--- config.mk ---
export PLATFORM = sky130hd
export DESIGN_NAME = mbscore_operand_stage
export DESIGN_NICKNAME = d
export VERILOG_FILES = /design/src/rtl/mbscore_operand_stage_pkg.sv /design/src/rtl/mbscore_fwd_select.sv /design/src/rtl/mbscore_operand_stage.sv
export SDC_FILE = /design/constraint.sdc
export NUM_CORES = 1
export LEC_CHECK = 0
export CAP_MARGIN = 20
export CORE_MARGIN = 1
export CORE_UTILIZATION = 35
export CTS_CLUSTER_SIZE = 30
export DETAILED_ROUTE_END_ITERATION = 16
export PLACE_DENSITY = 0.82
export SETUP_SLACK_MARGIN = 0.1
export SLEW_MARGIN = 20
export SYNTH_ARGS = -nofsm -noshare
export SYNTH_HDL_FRONTEND = slang
export SYNTH_SLANG_ARGS = --single-unit
--- constraint.sdc ---
create_clock -name clk -period 2.3 [get_ports clk]
set_input_delay 0.575 -clock clk [delete_from_list [all_inputs] [get_ports clk]]
set_output_delay 0.575 -clock clk [all_outputs]
set_load 0.01 [all_outputs]
--- src/rtl/mbscore_operand_stage_pkg.sv ---
// Shared encodings and default widths for the operand stage.
// The optional counter is enabled by MBSCORE_OPSTAGE_PERF_EN.
package mbscore_operand_stage_pkg;

  localparam int unsigned ALU_SEL_WIDTH = 2;

  localparam logic [ALU_SEL_WIDTH-1:0] ALU_SEL_REG   = 2'd0;
  localparam logic [ALU_SEL_WIDTH-1:0] ALU_SEL_IMM   = 2'd1;
  localparam logic [ALU_SEL_WIDTH-1:0] ALU_SEL_SHAMT = 2'd2;
  localparam logic [ALU_SEL_WIDTH-1:0] ALU_SEL_ZERO  = 2'd3;

  localparam logic [1:0] IMM_MODE_ZERO  = 2'd0;
  localparam logic [1:0] IMM_MODE_SIGN  = 2'd1;
  localparam logic [1:0] IMM_MODE_UPPER = 2'd2;

  localparam int unsigned DEF_DATA_WIDTH     = 32;
  localparam int unsigned DEF_REG_ADDR_WIDTH = 5;

endpackage

--- src/rtl/mbscore_fwd_select.sv ---
// Forwarding priority match and data mux for one operand; the lowest
// matching source index wins and register index 0 is never forwarded.
module mbscore_fwd_select #(
  parameter int unsigned NUM_FWD        = 3,
  parameter int unsigned DATA_WIDTH     = 32,
  parameter int unsigned REG_ADDR_WIDTH = 5
) (
  input  logic                              en_i,
  input  logic [REG_ADDR_WIDTH-1:0]         addr_i,
  input  logic [DATA_WIDTH-1:0]             reg_data_i,
  input  logic [NUM_FWD-1:0]                fwd_valid_i,
  input  logic [NUM_FWD*REG_ADDR_WIDTH-1:0] fwd_addr_i,
  input  logic [NUM_FWD*DATA_WIDTH-1:0]     fwd_data_i,
  output logic [DATA_WIDTH-1:0]             data_o,
  output logic                              hit_o
);

  always_comb begin
    data_o = reg_data_i;
    hit_o  = 1'b0;
    if (en_i && (addr_i != '0)) begin
      // Walk from oldest to youngest so the youngest match overwrites last.
      for (int i = int'(NUM_FWD) - 1; i >= 0; i--) begin
        if (fwd_valid_i[i] && (fwd_addr_i[i*REG_ADDR_WIDTH +: REG_ADDR_WIDTH] == addr_i)) begin
          data_o = fwd_data_i[i*DATA_WIDTH +: DATA_WIDTH];
          hit_o  = 1'b1;
        end
      end
    end
  end

endmodule

--- src/rtl/mbscore_operand_stage.sv ---
// Operand select, bypass and valid/ready output register ahead of the ALU.
// Define MBSCORE_OPSTAGE_PERF_EN to add the fwd_count forwarded-operand counter.
module mbscore_operand_stage
  import mbscore_operand_stage_pkg::*;
#(
  parameter int unsigned DATA_WIDTH     = DEF_DATA_WIDTH,
  parameter int unsigned IMM_WIDTH      = 16,
  parameter int unsigned NUM_FWD        = 3,
  parameter int unsigned REG_ADDR_WIDTH = DEF_REG_ADDR_WIDTH
) (
  input  logic                              clk,
  input  logic                              rst_n,
  input  logic                              flush,
  input  logic                              in_valid,
  output logic                              in_ready,
  input  logic [REG_ADDR_WIDTH-1:0]         rs_addr,
  input  logic [REG_ADDR_WIDTH-1:0]         rt_addr,
  input  logic [DATA_WIDTH-1:0]             rs_data,
  input  logic [DATA_WIDTH-1:0]             rt_data,
  input  logic [IMM_WIDTH-1:0]              imm,
  input  logic [1:0]                        imm_mode,
  input  logic [4:0]                        shamt,
  input  logic [ALU_SEL_WIDTH-1:0]          alu_sel_a,
  input  logic [ALU_SEL_WIDTH-1:0]          alu_sel_b,
  input  logic [NUM_FWD-1:0]                fwd_valid,
  input  logic [NUM_FWD*REG_ADDR_WIDTH-1:0] fwd_addr,
  input  logic [NUM_FWD*DATA_WIDTH-1:0]     fwd_data,
  output logic                              out_valid,
  input  logic                              out_ready,
  output logic [DATA_WIDTH-1:0]             alu_in_a,
  output logic [DATA_WIDTH-1:0]             alu_in_b,
  output logic [1:0]                        fwd_hit
`ifdef MBSCORE_OPSTAGE_PERF_EN
  ,
  output logic [31:0]                       fwd_count
`endif
);

  logic                  valid_q, valid_d;
  logic [DATA_WIDTH-1:0] alu_a_q, alu_a_d;
  logic [DATA_WIDTH-1:0] alu_b_q, alu_b_d;
  logic [1:0]            hit_q, hit_d;

  logic                  accept, load;
  logic [DATA_WIDTH-1:0] imm_ext, shamt_ext;
  logic [DATA_WIDTH-1:0] reg_a, reg_b;
  logic                  hit_a, hit_b;

  assign in_ready = !valid_q || out_ready;
  assign accept   = in_valid && in_ready;
  // Flush cancels a same-cycle accept.
  assign load     = accept && !flush;

  always_comb begin
    imm_ext = DATA_WIDTH'(imm);
    case (imm_mode)
      IMM_MODE_SIGN:  imm_ext = {{(DATA_WIDTH-IMM_WIDTH){imm[IMM_WIDTH-1]}}, imm};
      IMM_MODE_UPPER: imm_ext = {imm, {(DATA_WIDTH-IMM_WIDTH){1'b0}}};
      default:        imm_ext = DATA_WIDTH'(imm);
    endcase
  end

  assign shamt_ext = DATA_WIDTH'(shamt);

  mbscore_fwd_select #(
    .NUM_FWD       (NUM_FWD),
    .DATA_WIDTH    (DATA_WIDTH),
    .REG_ADDR_WIDTH(REG_ADDR_WIDTH)
  ) u_fwd_a (
    .en_i       (alu_sel_a == ALU_SEL_REG),
    .addr_i     (rs_addr),
    .reg_data_i (rs_data),
    .fwd_valid_i(fwd_valid),
    .fwd_addr_i (fwd_addr),
    .fwd_data_i (fwd_data),
    .data_o     (reg_a),
    .hit_o      (hit_a)
  );

  mbscore_fwd_select #(
    .NUM_FWD       (NUM_FWD),
    .DATA_WIDTH    (DATA_WIDTH),
    .REG_ADDR_WIDTH(REG_ADDR_WIDTH)
  ) u_fwd_b (
    .en_i       (alu_sel_b == ALU_SEL_REG),
    .addr_i     (rt_addr),
    .reg_data_i (rt_data),
    .fwd_valid_i(fwd_valid),
    .fwd_addr_i (fwd_addr),
    .fwd_data_i (fwd_data),
    .data_o     (reg_b),
    .hit_o      (hit_b)
  );

  always_comb begin
    valid_d = valid_q;
    alu_a_d = alu_a_q;
    alu_b_d = alu_b_q;
    hit_d   = hit_q;
    if (flush) begin
      valid_d = 1'b0;
    end else if (accept) begin
      valid_d = 1'b1;
    end else if (out_ready) begin
      valid_d = 1'b0;
    end
    if (load) begin
      unique case (alu_sel_a)
        ALU_SEL_REG:   alu_a_d = reg_a;
        ALU_SEL_IMM:   alu_a_d = imm_ext;
        ALU_SEL_SHAMT: alu_a_d = shamt_ext;
        ALU_SEL_ZERO:  alu_a_d = '0;
      endcase
      unique case (alu_sel_b)
        ALU_SEL_REG:   alu_b_d = reg_b;
        ALU_SEL_IMM:   alu_b_d = imm_ext;
        ALU_SEL_SHAMT: alu_b_d = shamt_ext;
        ALU_SEL_ZERO:  alu_b_d = '0;
      endcase
      hit_d = {hit_b, hit_a};
    end
  end

  always_ff @(posedge clk) begin
    if (!rst_n) begin
      valid_q <= 1'b0;
      alu_a_q <= '0;
      alu_b_q <= '0;
      hit_q   <= '0;
    end else begin
      valid_q <= valid_d;
      alu_a_q <= alu_a_d;
      alu_b_q <= alu_b_d;
      hit_q   <= hit_d;
    end
  end

  assign out_valid = valid_q;
  assign alu_in_a  = alu_a_q;
  assign alu_in_b  = alu_b_q;
  assign fwd_hit   = hit_q;

`ifdef MBSCORE_OPSTAGE_PERF_EN
  logic [31:0] count_q, count_d;

  always_comb begin
    count_d = count_q;
    if (load) begin
      count_d = count_q + 32'(hit_a) + 32'(hit_b);
    end
  end

  always_ff @(posedge clk) begin
    if (!rst_n) begin
      count_q <= '0;
    end else begin
      count_q <= count_d;
    end
  end

  assign fwd_count = count_q;
`endif

endmodule
-- Yosys cells after proc, flatten, opt, wreduce, memory -nomap -nowiden
Index checks and enable logic that the tools add are counted.
W data, S select, Z words.
- bitwise logic cells: 1
- reduce and logical (&&, ||, !) cells: 19
- muxes and demuxes: 21
- equality and inequality tests: 14
- operators with widths (operator ; number):
    $mux W32 ; 8
    $pmux W32 S4 ; 2
    $pmux W32 S2 ; 1
    $eq A5 B5 Y1 ; 6
    $eq A2 B2 Y1 const B ; 5
    $logic_and A1 B1 Y1 ; 10
    $mux W1 ; 10
    $reduce_bool A5 Y1 ; 2
    $eq A2 B1 Y1 const B ; 3
    $logic_not A2 Y1 ; 2
    $logic_not A1 Y1 ; 2
    $reduce_bool A2 Y1 ; 1
    $reduce_or A2 Y1 ; 1
    $logic_or A1 B1 Y1 ; 1
    $not A1 Y1 ; 1
- output and inout port bits: 68
- register bits after elaboration: 67
- input port bits: 220
- logic and storage cells: 59

-- Logic depth before layout (Yosys ltp)
Gate-level depths: netlist of run 1.
- depth in word-level cells: 7
- gate-level depth with buffers: 10
- depth with buffers taken out: 8

-- By module
A second synthesis of run 1 with hierarchy kept.
- cell total of the unflattened synthesis: 668
- area total of the unflattened synthesis: 6145.9 um^2
- modules (own cells, without submodules) (module ; sequential area each (um^2) ; cells each ; area each (um^2) ; instances):
    mbscore_operand_stage ; 1341.3 ; 374 ; 3628.5 ; 1
    mbscore_fwd_select ; 0.0 ; 147 ; 1258.7 ; 2

-- Worst setup path after synthesis of run 1
OpenSTA, ideal clock, no wires.
- kind: input port to flip-flop
- start: input port rs_addr[4]
- end: register alu_a_q[14] (netlist: alu_in_a[14])
- data arrival time: 2.152 ns
- setup time: 0.132 ns
- stages: 9
- path slack: 0.016 ns
- buffers on the path: 3
- required time: 2.168 ns
- cell sequence: buf_2 -> xor2_1 -> nor4_1 -> and3_1 -> buf_2 -> buf_4 -> mux2_1 -> o221ai_1 -> a31oi_1
- word-level cells in the longest chain between the ends: 7
- elaborated cells on any way between the ends: 13
- classes of those cells: 3 x eq/ne; 5 x mux; 5 x reduce/logical
- RTL lines (what ; line ; RTL):
    start, declared ; mbscore_operand_stage.sv:16 ; input logic [REG_ADDR_WIDTH-1:0] rs_addr,
    $eq A5 B5 Y1 ; mbscore_fwd_select.sv:24 ; if (fwd_valid_i[i] && (fwd_addr_i[i*REG_ADDR_WIDTH +: REG_ADDR_WIDTH] == addr_i)) begin
    $logic_and A1 B1 Y1 ; mbscore_fwd_select.sv:24 ;
    $mux W32 (3 in a row) ; mbscore_fwd_select.sv:24 ;
    $mux W32 (*) ; mbscore_fwd_select.sv:21 ; if (en_i && (addr_i != '0)) begin
    $pmux W32 S4 (*) ; mbscore_operand_stage.sv:108 ; unique case (alu_sel_a)
    end signal, assigned ; mbscore_operand_stage.sv:132 ; alu_a_q <= alu_a_d;
    end, declared ; mbscore_operand_stage.sv:40 ; logic [DATA_WIDTH-1:0] alu_a_q, alu_a_d;
Mark *: on every way between the ends. The rest lies on a longest branch, timed or not.
A chain may end at the register's enable or synchronous reset.

-- Worst setup path after layout of run 1
- start: input port alu_sel_a[1]
- end: register alu_a_q[26] (netlist: alu_in_a[26])
- word-level cells in the longest chain between the ends: 4
- elaborated cells on any way between the ends: 7
- classes of those cells: 3 x eq/ne; 2 x mux; 2 x reduce/logical
- RTL lines (what ; line ; RTL):
    start, declared ; mbscore_operand_stage.sv:23 ; input logic [ALU_SEL_WIDTH-1:0] alu_sel_a,
    $logic_not A2 Y1 ; mbscore_operand_stage.sv:70, mbscore_operand_stage.sv:108 ;
    $logic_and A1 B1 Y1 ; mbscore_fwd_select.sv:21 ;
    $mux W32 ; mbscore_fwd_select.sv:21 ;
    $pmux W32 S4 (*) ; mbscore_operand_stage.sv:108 ;
Marks and branches as above.

==> results by group, run 1 <==
STA
  • Pins Over Slew Limit: 0
  • Setup tns final: 0 ps
  • Fin crit period: 2168 ps
  • Fmax achieved: 0.4612 GHz
  • Period utilisation layout: 94.28%
  • Fin. Hold Viols: 0
  • Max Clock Skew: 7.189 ps
  • Setup ws final: 131.7 ps
  • Relative slew margins: 43.21%
  • Final setup violating endpoints: 0
  • Worst slew pin tran: 849.2 ps
  • RSZ-0062 raised after global routing: yes

Clock network
  • CTS Hold Buffers Added: 0
  • CTS H-Tree Depth: 3
  • Root Buffer: clkbuf_16
  • CTS max path bufs: 2
  • # clock sinks: 67
  • CTS tree: yes
  • Clock transition at path regs: 50 ps
  • Number of buffers created by CTS: 9
  • Later-pin clock latency in the skew report: 350 ps

Floorplan
  • Core area: 16520 um^2
  • Die Wd: 132.1 um
  • # IOs: 288
  • Total die area: 17440 um^2
  • Starting Density: 35.83%
  • Core Rows: 47
  • Die height: 132.1 um

Final layout
  • Share of post-route cells with drive strength above 1: 23.65%
  • Final nets: 1312
  • Area Overhead vs Synth: 81.85%

Drt
  • DRC: 0
  • Vias per inst: 6.437
  • Avg WL per Cell: 23.45 um
  • Met2 WL: 14200 um
  • DRT Wirelength: 30850 um
  • DR vias: 8471
  • Remaining antenna violation count after routing: 0
  • Top Layer Used: met4
  • Metal3 WL: 3233 um
  • Routed metal-1 wirelength: 11550 um
  • 1st-pass router iterations: 6
  • Drt initial violations: 1056

Hold path
  • Hold depth: 2
  • Worst hold path type: flop to flop
  • Hold worst-path end: fwd_hit[0]
  • Hold_sp: fwd_hit[0]

Synthesis
  • Cell area after synthesis: 5921 um^2
  • Synth Flop Type: dfxtp_1
  • Number of synthesized flops with an enable pin: 0
  • Most common cell in the netlist: dfxtp_1
  • Synth top cells by count: 67 x dfxtp_1, 55 x a21oi_1, 51 x o21ai_0
  • Synthesis warning total: 0
  • Yosys top cell area share: 22.65%
  • Cell taking the most area after synthesis: dfxtp_1
  • Synth Instances: 735
  • Sequential-to-total area share from yosys stat: 22.65%
  • Count of cell types in the netlist: 56
  • Syn Area/Cell: 8.055 um^2
  • Syn_nets: 957
  • Ys async rst share: 0%
  • Number of synthesized register bits: 67
  • Largest cells by area after synthesis: dfxtp_1 23%, mux2_1 9.1%, a221oi_1 6.5%, o221ai_1 5.0%, a21oi_1 4.6%

Global route
  • First-pass GRT wire length: 45040 um
  • Initial antenna violation count: 1
  • Largest net degree at the start of global routing: 32
  • Vias in the first global route: 8443
  • Total global routing track utilization: 33.09%
  • Congestion Overflow GR: 0

Critical path
  • R2R setup slack: 570 ps
  • Data required, critical path: 2570 ps
  • Crit-path slowest cell: clkdlybuf4s50_1
  • Critical Path End Type: flop
  • Worst R2R Start: out_valid
  • Max stage delay on crit path: 530 ps
  • Worst r2r path cells: 7
  • Critical path class: input port to flop
  • Crit path cell chain: clkdlybuf4s50_1 -> buf_4 -> or3_1 -> nor2b_1 -> buf_12 -> o21ai_0 -> o21ai_1
  • Arr. time, crit path: 2440 ps
  • Worst-path fanout max: 16
  • RR Endpoint: alu_in_a[26]
  • Startpoint types: input port

Placed design
  • Post-DP HPWL: 20860 um
  • GP Congestion: 0.9148
  • IO Port Bufs: 287
  • Setup Slack @ Placement: -692.5 ps

Power and ir drop
  • PD cells: 388.1 nW/um^2
  • LEAKAGE: 3.884 nW
  • IR drop worst, VDD: 0.3372 mV
  • Total chip power: 0.004179 W

Run
  • Reported max-cap violation count: 0

Status
  • Run status: finished clean
## per-stage QoR
stage               hold slack (ps)  util [%]  std cells  area (um^2)
floorplan                     474.9         -        735         5958
global placement              452.7     59.61       1285         9851
detailed placement            453.2     59.65       1285         9857
CTS                           464.3     62.96       1310        10400
global route                  485.0     65.15       1316        10770
finish                        465.3     65.15       1316        10770
## power by group
group / switching [W] / total [W] / internal, W
registers: 0.0000365 / 0.00126 / 0.00122
clock network: 0.000593 / 0.00146 / 0.000865
logic: 0.000662 / 0.00146 / 0.000800
## sequential cells by signal (all words and copies together), names as in the netlist
signal     count
alu_in_b      32
alu_in_a      32
out_valid      1
fwd_hit        2
## layout by cell type (no fill, tap or decap), types with 18 or more instances in the layout
cell type | netlist | routed
a21oi_1 | 55 | 47
a221oi_1 | 44 | 39
a22oi_1 | 20 | 20
a31oi_1 | 33 | 33
buf_12 | 0 | 21
buf_4 | 6 | 98
clkdlybuf4s50_1 | 0 | 256
dfxtp_1 | 67 | 67
mux2_1 | 48 | 38
nand2_1 | 49 | 49
nand2b_1 | 18 | 18
nor2_1 | 39 | 34
o21ai_0 | 51 | 49
o21ai_1 | 36 | 30
o221ai_1 | 34 | 20
## layout make-up
type                       count  area, um^2
antenna                        1       2.502
clock buffer                  11       242.7
clock inverter                 5       52.55
fill                        1296        5758
inverter                       5       18.77
multi-input combinational    590        4617
sequential                    67        1341
tap                          220       275.3
timing repair buffer         417        4217
## metal layers
layer / vias to the layer above / track usage [%]
met5: - / 0
met4: 0 / 21.77
met3: 190 / 7.036
met2: 719 / 53.64
met1: 3945 / 39.53
li1: 3617 / -
## critical path: cells and delay by family
family	cells	cell delay, ps
buf+inv	3	910
compound gates	2	260
simple gates	2	690
## worst max path at each step
stage	start	end	cells past startpoint	slack (ps)
floorplan	rs_addr[1]	alu_in_a[22]	6	110
CTS	fwd_addr[7]	alu_in_b[31]	7	80
global route	rt_addr[0]	alu_in_b[31]	10	70
detailed placement	rs_addr[2]	alu_in_a[8]	8	-690
global placement	rs_addr[2]	alu_in_a[11]	8	-630
finish	alu_sel_a[1]	alu_in_a[26]	7	130
## cell families (layout without fill, tap and decap cells)
kind of cell	after synthesis	count (layout)	share of synthesized area (%)
AO/OA/AOI/OAI	324	324	37.64
AND/OR/NAND/NOR	170	170	16.97
buffers and inverters	78	438	6.044
flip-flops	67	67	22.65
multiplexers	64	64	11.83
XOR/XNOR	30	30	4.438
adder cells (fa/ha/maj)	2	2	0.4226
other	0	1	0
## repair_timing
action,4_1_cts,5_1_grt
pin swaps,13,34
gates resized for setup,54,103
cloned,5,1
setup endpoints to repair,65,66
buffers inserted,4,4
(Power assumes the default switching activity.)
==> inputs of run 2 (changes only) <==
--- a/config.mk
+++ b/config.mk
@@ -6,7 +6,7 @@
 export NUM_CORES = 1
 export LEC_CHECK = 0
 export CAP_MARGIN = 20
-export CORE_MARGIN = 1
+export CORE_MARGIN = 4
 export CORE_UTILIZATION = 35
 export CTS_CLUSTER_SIZE = 30
 export DETAILED_ROUTE_END_ITERATION = 16
==> run 2 against run 1 <==
Compared with the run above: clock-buffer cell count grew 2; final area grew 0.38%; die area grew 9.3%; total power shrank 1.4%; non-clock buffer count grew 1; worst hold slack lost 12 ps; via count shrank 1.2%; critical path type unchanged; critical endpoint is now alu_in_b[26]; largest cell class unchanged; highest routed layer unchanged.
==> results by group, run 2 (synthesis results as in run 1) <==
STA
  • Fin. Hold Viols: 0 (unchanged)
  • Max Clock Skew: 8.390 ps (was 7.189 ps)
  • Period utilisation layout: 95.66% (was 94.28%)
  • RSZ-0062 raised after global routing: yes (unchanged)
  • Pins Over Slew Limit: 0 (unchanged)
  • Final hold slack: 453.0 ps (was 465.3 ps)
  • Fmax achieved: 0.4545 GHz (was 0.4612 GHz)
  • Fin crit period: 2200 ps (was 2168 ps)
  • Relative slew margins: 67.42% (was 43.21%)
  • Worst slew pin tran: 487.7 ps (was 849.2 ps)
  • Final setup violating endpoints: 0 (unchanged)

Power and ir drop
  • Reg power frac: 30.5% (was 30.1%)
  • Total chip power: 0.004119 W (was 0.004179 W)
  • PD cells: 381.1 nW/um^2 (was 388.1 nW/um^2)
  • IR drop worst, VDD: 0.3349 mV (was 0.3372 mV)
  • Net Sw Frac: 30.76% (was 30.90%)
  • Clk network pwr share: 33.1% (was 34.9%)
  • Comb pwr share: 36.4% (was 35.0%)
  • Power Internal: 0.002852 W (was 0.002888 W)
  • P_sw: 0.001267 W (was 0.001291 W)
  • LEAKAGE: 3.845 nW (was 3.884 nW)

Global route
  • Initial antenna violation count: 1 (unchanged)
  • Largest net degree at the start of global routing: 31 (was 32)
  • First-pass GRT wire length: 47340 um (was 45040 um)
  • Congestion Overflow GR: 0 (unchanged)
  • Total global routing track utilization: 30.81% (was 33.09%)
  • Vias in the first global route: 8604 (was 8443)

Floorplan
  • Total die area: 19060 um^2 (was 17440 um^2)
  • Die height: 138.1 um (was 132.1 um)
  • Core area: 16580 um^2 (was 16520 um^2)
  • Core Rows: 47 (unchanged)
  • Starting Density: 35.70% (was 35.83%)
  • Die Wd: 138.1 um (was 132.1 um)
  • # IOs: 288 (unchanged)

Clock network
  • CTS Hold Buffers Added: 0 (unchanged)
  • CTS tree: yes (unchanged)
  • CTS H-Tree Depth: 3 (unchanged)
  • Clock transition at path regs: 60 ps (was 50 ps)
  • # clock sinks: 67 (unchanged)
  • CTS max path bufs: 2 (unchanged)
  • Number of buffers created by CTS: 9 (unchanged)
  • Root Buffer: clkbuf_16 (unchanged)
  • Later-pin clock latency in the skew report: 340 ps (was 350 ps)

Critical path
  • Worst-path fanout max: 7 (was 16)
  • Startpoint types: input port (unchanged)
  • RR Endpoint: alu_in_a[18] (was alu_in_a[26])
  • R2R setup slack: 580 ps (was 570 ps)
  • Arr. time, crit path: 2430 ps (was 2440 ps)
  • Critical Path End Type: flop (unchanged)
  • Crit path buffers/inverters: 2 (was 3)
  • Crit path launch: fwd_addr[7] (was alu_sel_a[1])
  • Crit path to: alu_in_b[26] (was alu_in_a[26])
  • Crit-path slowest cell: or4_4 (was clkdlybuf4s50_1)
  • Critical path class: input port to flop (unchanged)
  • Worst R2R Start: out_valid (unchanged)
  • CP Depth: 8 (was 7)
  • CP top delay family: simple AND/OR/NAND/NOR gates (was buffers and inverters)
  • Crit path cell chain: clkdlybuf4s15_1 -> xnor2_2 -> nand3_2 -> or4_4 -> buf_12 -> o21ai_4 -> a21oi_2 -> o31a_1 (was clkdlybuf4s50_1 -> buf_4 -> or3_1 -> nor2b_1 -> buf_12 -> o21ai_0 -> o21ai_1)
  • Max stage delay on crit path: 630 ps (was 530 ps)
  • Data required, critical path: 2530 ps (was 2570 ps)
  • Worst r2r path cells: 7 (unchanged)

Final layout
  • Area Overhead vs Synth: 82.54% (was 81.85%)
  • Most common cell after layout, fill and taps aside: clkdlybuf4s50_1 (unchanged)
  • Final Instance Count excl. Fillers: 1316 (unchanged)
  • Design area: 10810 um^2 (was 10770 um^2)
  • Fin util: 65.17% (was 65.15%)
  • Most frequent cells in the layout: 261 x clkdlybuf4s50_1, 98 x buf_4, 67 x dfxtp_1, 49 x o21ai_0, 48 x nand2_1 (was 256 x clkdlybuf4s50_1, 98 x buf_4, 67 x dfxtp_1, 49 x nand2_1, 49 x o21ai_0)
  • Final nets: 1313 (was 1312)
  • Fillers: 1341 (was 1296)
  • Share of post-route cells with drive strength above 1: 23.65% (unchanged)

Drt
  • Vias per inst: 6.357 (was 6.437)
  • DR vias: 8366 (was 8471)
  • Top Layer Used: met4 (unchanged)
  • Met2 WL: 14850 um (was 14200 um)
  • DRC: 0 (unchanged)
  • DRT Wirelength: 32170 um (was 30850 um)
  • Drt initial violations: 1046 (was 1056)
  • Remaining antenna violation count after routing: 0 (unchanged)
  • Avg WL per Cell: 24.44 um (was 23.45 um)
  • Routed metal-1 wirelength: 12030 um (was 11550 um)
  • Metal3 WL: 3476 um (was 3233 um)
  • 1st-pass router iterations: 6 (unchanged)

Status
  • Run status: finished clean (unchanged)

Placed design
  • Post-DP HPWL: 22090 um (was 20860 um)
  • Area after DPL: 9838 um^2 (was 9857 um^2)
  • GP Congestion: 0.8874 (was 0.9148)
  • Placed Cells: 1281 (was 1285)
  • IO Port Bufs: 287 (unchanged)

Run
  • Reported max-cap violation count: 0 (unchanged)

Hold path
  • Worst hold path type: flop to flop (unchanged)
==> run 2: cell types whose count changed in the layout (fill, tap and decap cells not counted), sizes merged <==
cell / change
buf: +1
bufinv: -1
clkbuf: -2
clkdlybuf4s15: +3
clkdlybuf4s50: +5
clkinv: -1
clkinvlp: -1
dlygate4sd2: +2
dlymetal6s2s: -6
==> run 2: power groups by stage <==
stage / Clock, W / Sequential [W] / Combinational [W]
after floorplan: 0 / 0.00130 / 0.000461
after global placement: 0 / 0.00128 / 0.00134
after detailed placement: 0 / 0.00128 / 0.00136
after CTS: 0.00136 / 0.00125 / 0.00140
after global routing: 0.00142 / 0.00126 / 0.00157
final: 0.00136 / 0.00126 / 0.00150
==> run 2: how the worst min path moves through the flow <==
| stage | cells after the start | slack [ps] | to | startpoint |
|---|---|---|---|---|
| 2_1_floorplan | 2 | 470 | fwd_hit[0] | fwd_hit[0] |
| 3_3_place_gp | 2 | 440 | fwd_hit[1] | fwd_hit[1] |
| 3_5_place_dp | 2 | 450 | fwd_hit[1] | fwd_hit[1] |
| 4_1_cts | 2 | 460 | fwd_hit[1] | fwd_hit[1] |
| 5_1_grt | 2 | 500 | fwd_hit[1] | fwd_hit[1] |
| 6_report | 2 | 450 | fwd_hit[1] | fwd_hit[1] |
==> run 2: cell type report <==
cell class	count	area [um^2]	share of cell area [%]
Clock inverter	2	10.01	0.09261
Multi-Input combinational cell	590	4637	42.90
Tap cell	220	275.3	2.547
Sequential cell	67	1341	12.41
Timing Repair Buffer	418	4253	39.35
Antenna cell	1	2.502	0.02315
Clock buffer	13	270.3	2.501
Inverter	5	18.77	0.1737
==> run 2: per-stage QoR <==
step / worst slack [ps] / setup TNS, ps
final: 99.77 / 0
after global routing: 30.12 / 0
after global placement: -513.7 / -30280
after CTS: 85.23 / 0
after detailed placement: -605.9 / -34650
after floorplan: 114.1 / 0
==> run 2: routing by layer <==
layer  track usage (%)  vias up
met5                 0        -
met4             17.11        0
met3             7.769      149
met2             49.69      703
met1             37.58     3898
li1                  -     3616
==> run 2: timing repair <==
| item | 4_1_cts | 5_1_grt |
|---|---|---|
| gates cloned | 5 | 2 |
| endpoints found under the setup margin | 67 | 64 |
| pin swaps | 12 | 37 |
| gates resized for setup | 69 | 83 |
| setup buffers | 9 | 3 |
| hold endpoints to repair | 0 | 0 |
==> run 2: worst reg2reg max path, delay by kind of cell (launching register included) <==
kind / cells / cell delay (ps)
simple gates: 4 / 940
flops: 1 / 300
compound gates: 2 / 220
buf+inv: 1 / 180
